$ cat config.mk
export PLATFORM = sky130hd
export DESIGN_NAME = landscape_accumulator
export DESIGN_NICKNAME = d
export VERILOG_FILES = /design/src/rtl/landscape_accumulator.sv
export SDC_FILE = /design/constraint.sdc
export NUM_CORES = 1
export LEC_CHECK = 0
export CELL_PAD_IN_SITES_DETAIL_PLACEMENT = 1
export CELL_PAD_IN_SITES_GLOBAL_PLACEMENT = 1
export CORE_UTILIZATION = 47
export CTS_CLUSTER_SIZE = 8
export DETAILED_ROUTE_END_ITERATION = 10
export DONT_BUFFER_PORTS = 1
export PLACE_DENSITY_LB_ADDON = 0.1
export SYNTH_ARGS = -nofsm -noshare
export SYNTH_HDL_FRONTEND = slang
export SYNTH_SLANG_ARGS = --single-unit
$ cat constraint.sdc
create_clock -name clk -period 2.8 [get_ports clk]
set_input_delay 0.28 -clock clk [delete_from_list [all_inputs] [get_ports clk]]
set_output_delay 0.28 -clock clk [all_outputs]
set_load 0.005 [all_outputs]
$ cat src/rtl/landscape_accumulator.sv
// Running-sum stage for the landscape-sampling path. Accumulates a stream of
// unsigned weights, one update per accepted beat, for one pass per start pulse.
// Compile-time option: define LANDSCAPE_ACC_SAT_EN to saturate acc_q on overflow;
// by default acc_q wraps. In both builds ovf is a sticky per-pass carry-out flag.
module landscape_accumulator #(
  parameter int unsigned bit_addr_shi = 19,
  parameter int unsigned bit_w        = 12,
  parameter int unsigned bit_idx      = 10
) (
  input  logic                    clk,
  input  logic                    clr,
  input  logic                    start,
  input  logic [bit_idx-1:0]      len_m1,
  input  logic                    w_valid,
  input  logic [bit_w-1:0]        w_data,
  output logic                    w_ready,
  output logic [bit_addr_shi-1:0] acc_q,
  output logic                    acc_valid,
  output logic [bit_idx-1:0]      acc_idx,
  output logic                    busy,
  output logic                    done,
  output logic                    ovf
);

  typedef enum logic [1:0] {StIdle, StAccum, StDone} state_e;

  state_e                  r_state;
  logic [bit_idx-1:0]      r_len;
  logic [bit_idx-1:0]      r_cnt;
  logic [bit_addr_shi-1:0] r_acc;
  logic [bit_idx-1:0]      r_idx;
  logic                    r_acc_valid;
  logic                    r_done;
  logic                    r_ovf;

  logic [bit_addr_shi:0]   w_sum;
  logic                    w_carry;
  logic [bit_addr_shi-1:0] w_next_acc;

  // One extra bit on the adder exposes the carry out of the accumulator MSB.
  always_comb begin
    w_sum   = {1'b0, r_acc} + (bit_addr_shi + 1)'(w_data);
    w_carry = w_sum[bit_addr_shi];
`ifdef LANDSCAPE_ACC_SAT_EN
    // Once at full scale any nonzero weight carries again, so the value sticks.
    w_next_acc = w_carry ? {bit_addr_shi{1'b1}} : w_sum[bit_addr_shi-1:0];
`else
    w_next_acc = w_sum[bit_addr_shi-1:0];
`endif
  end

  // Pass control FSM with all datapath and pulse outputs registered.
  always_ff @(posedge clk) begin
    if (clr) begin
      r_state     <= StIdle;
      r_len       <= '0;
      r_cnt       <= '0;
      r_acc       <= '0;
      r_idx       <= '0;
      r_acc_valid <= 1'b0;
      r_done      <= 1'b0;
      r_ovf       <= 1'b0;
    end else begin
      r_acc_valid <= 1'b0;
      r_done      <= 1'b0;
      unique case (r_state)
        StIdle: begin
          if (start) begin
            r_len   <= len_m1;
            r_cnt   <= '0;
            r_acc   <= '0;
            r_idx   <= '0;
            r_ovf   <= 1'b0;
            r_state <= StAccum;
          end
        end
        StAccum: begin
          if (w_valid) begin
            r_acc       <= w_next_acc;
            r_idx       <= r_cnt;
            r_cnt       <= r_cnt + 1'b1;
            r_acc_valid <= 1'b1;
            r_ovf       <= r_ovf | w_carry;
            // done is raised here so it is visible during the DONE cycle itself.
            if (r_cnt == r_len) begin
              r_done  <= 1'b1;
              r_state <= StDone;
            end
          end
        end
        StDone: begin
          r_state <= StIdle;
        end
        default: begin
          r_state <= StIdle;
        end
      endcase
    end
  end

  // Handshake and busy decode straight from the state register.
  always_comb begin
    w_ready = (r_state == StAccum);
    busy    = (r_state == StAccum);
  end

  assign acc_q     = r_acc;
  assign acc_valid = r_acc_valid;
  assign acc_idx   = r_idx;
  assign done      = r_done;
  assign ovf       = r_ovf;

endmodule

==> results.toml <==
[power_and_ir_drop]
intPower_w = 0.00110
p_clk_frac = 0.299
powerDensity_nw_per_um2 = 546
vdd_drop_max_uv = 321
leakage_nw = 1.17
power_w = 0.00160
p_comb_frac = 0.182
power.share.switching = 0.317
pwr-share-seq = 0.519
p_sw_w = 0.000508

[cts]
cts_made_buffers = 5
cts_resized = 0
cts.sinks = 54
clkLatencyLatePin_ns = 0.32
clockBufferDepth = 2
cts_tree = "done"
post_cts.repair.setup_buffers = 0
htreeDepth = 2
cts.clk_slew.worst_paths_ns = 0.11
root_buffer = "clkbuf_8"
hold_buffers = 0

[sta]
slew_viol_final = 0
slew_headroom = 0.381
min_period_ns = 2.64
hold_ws_ns = 0.0206
fmax_ghz = 0.379
worst_pin_slew_ns = 0.925
finalHoldViolCount = 0
fin_skew_ns = 0.0108
finalSetupViolCount = 0
finalCritPeriodShare = 0.943
finalSetupTns_ns = 0
rsz0062_at_grt = "no"

[floorplanning]
start_util = 0.495
core_region_area_um2 = 5570
pin_count = 60
row_count = 27
die_area_um2 = 6170
die_x_um = 78.6
die_h_um = 78.6

[finish]
antenna_cells = 0
fillCellCount = 685
syn_to_final_growth_pct = 6.67
final_nets = 357
final_core_util = 0.527
final_cell_mix = "dfxtp_1, nand2_1, a21oi_1, nor2_1, xnor2_1"
drive_gt1_frac = 0.0692
final_common_cell = "dfxtp_1"

[global_route]
grt_antenna_before_repair = 0
grt_pass1_vias = 2330
grt_pass1_wl_um = 11600
grt_overflow = 0
grt_max_degree = 26
track_usage = 0.238

[worst_setup_path]
worst_ep_arrival_time_ns = 2.85
cp-end-kind = "flip-flop"
path_buf_inv = 0
path_cells = "ha_1 > fa_1 > a21o_1 > a221oi_2 > o21ai_2 > a221oi_4 > mux2i_1 > or3_1"
startpoint_type = "flip-flop"
crit_required_ns = 3.01
cp_slowest_cell = "fa_1"
path_class = "reg -> reg"
critPathTopFamily = "compound AO/OA/AOI/OAI gates"
cp_max_fo = 3
max_stage_delay_ns = 0.40

[route]
drt_iter0_drc = 96
drc = 0
routed_via_density = 5.98
post_drt_wl_per_cell_um = 18.0
wl_um = 7030
firstDrtPassIters = 4
drtAntennaViolNets = 0
vias = 2331

[logic_synthesis]
ys_ff_latch = 54
netlist.top_cell.by_area = "dfxtp_1"
avgSynthCellArea_um2 = 8.67
synth_top_area_frac = 0.392
ys_async_sr_fraction = 0
synth_warnings = 0
synth_edf_count = 0
synth_cell_type_count = 52
syn_inst = 318
syn-num-nets = 358
synth_area_um2 = 2760
synthTopCellsByArea = "dfxtp_1, nand2_1, ha_1"
synthFlopType = "dfxtp_1"
ys_seq_area_frac = 0.392

[placed_design]
hpwl_um = 5090
numPortBuffers = 0
gp_congestion = 0.793

[run_status]
status = "finished, final reports clean"

[run]
maxCapViolations = 0

[worst_hold_path]
min_path_type = "in -> reg"
==> stage by stage <==
stage | std cells | cell area [µm²] | setup slack (ns)
after global placement | 382 | 2840 | 0.278
after global routing | 390 | 2940 | 0.0479
after floorplan | 318 | 2760 | 0.283
final | 390 | 2940 | 0.160
after CTS | 390 | 2940 | 0.166
after detailed placement | 382 | 2840 | 0.190
==> per-layer routing <==
metal / vias up / track usage / wire (µm)
li1: 1144 / - / -
met1: 1121 / 0.316 / 3410
met2: 58 / 0.386 / 3180
met3: 8 / 0.0558 / 364
met4: 0 / 0.0593 / 72
met5: - / 0 / 0
==> synthesized netlist by cell type (2+ instances only) <==
master,n
and3_1,5
o21ai_1,5
clkbuf_1,14
xnor2_1,17
a211oi_1,4
inv_1,4
nor4_1,4
nand3b_1,2
a21oi_1,25
ha_1,13
a22o_1,10
nand2b_1,3
nor2_1,25
xor2_1,8
dfxtp_1,54
nor3_1,5
nand4_1,10
mux2i_1,4
nand2_1,45
a31oi_1,3
a22oi_1,4
a21o_1,5
nand3_1,7
a41o_1,2
or3_1,6
o21a_1,2
o21ai_0,7
==> final cells by class <==
type                    count  area [µm²]  area share
well taps                  72        90.1      0.0306
repair buffers              8        60.1      0.0204
multi-input cells         243        1590       0.542
inverters                   5        18.8     0.00638
clock inverters             3        28.8     0.00979
flip-flops and latches     54        1080       0.368
clock buffers               5        68.8      0.0234
==> cell families after synthesis <==
kind of cell / Yosys count / share of synthesized area
buffers and inverters: 21 / 0.0304
AO/OA/AOI/OAI: 80 / 0.208
flip-flops: 54 / 0.392
XOR/XNOR: 25 / 0.0794
adder cells (fa/ha/maj): 14 / 0.0663
multiplexers: 4 / 0.0145
AND/OR/NAND/NOR: 120 / 0.209
==> registers in the layout, summed over array words and instances (netlist names) <==
| register | count |
|---|---|
| acc_idx | 10 |
| acc_q | 19 |
| done | 1 |
| acc_valid | 1 |
| r_cnt | 10 |
| ovf | 1 |
| r_state | 2 |
| r_len | 10 |
==> path summary, 6_finish.rpt <==
kind,start,endpoint,slack (ns),cells after the start
setup / recovery,acc_q[0]$_SDFFE_PP0P_,acc_q[14]$_SDFFE_PP0P_,0.16,8
hold / removal,clr,acc_q[9]$_SDFFE_PP0P_,0.02,1
setup reg to reg,acc_q[0]$_SDFFE_PP0P_,acc_q[14]$_SDFFE_PP0P_,0.16,8
hold reg to reg,r_len[7]$_SDFFE_PP0P_,r_len[7]$_SDFFE_PP0P_,0.47,2
==> power groups by stage <==
stage                     clock network (W)  registers [W]  logic (W)
after CTS                          0.000492       0.000833   0.000293
after global routing               0.000521       0.000838   0.000323
after floorplan                           0       0.000842   0.000224
after detailed placement                  0       0.000851   0.000291
final                              0.000480       0.000833   0.000292
after global placement                    0       0.000849   0.000284
Note: power is estimated with default switching activity, not from simulation.
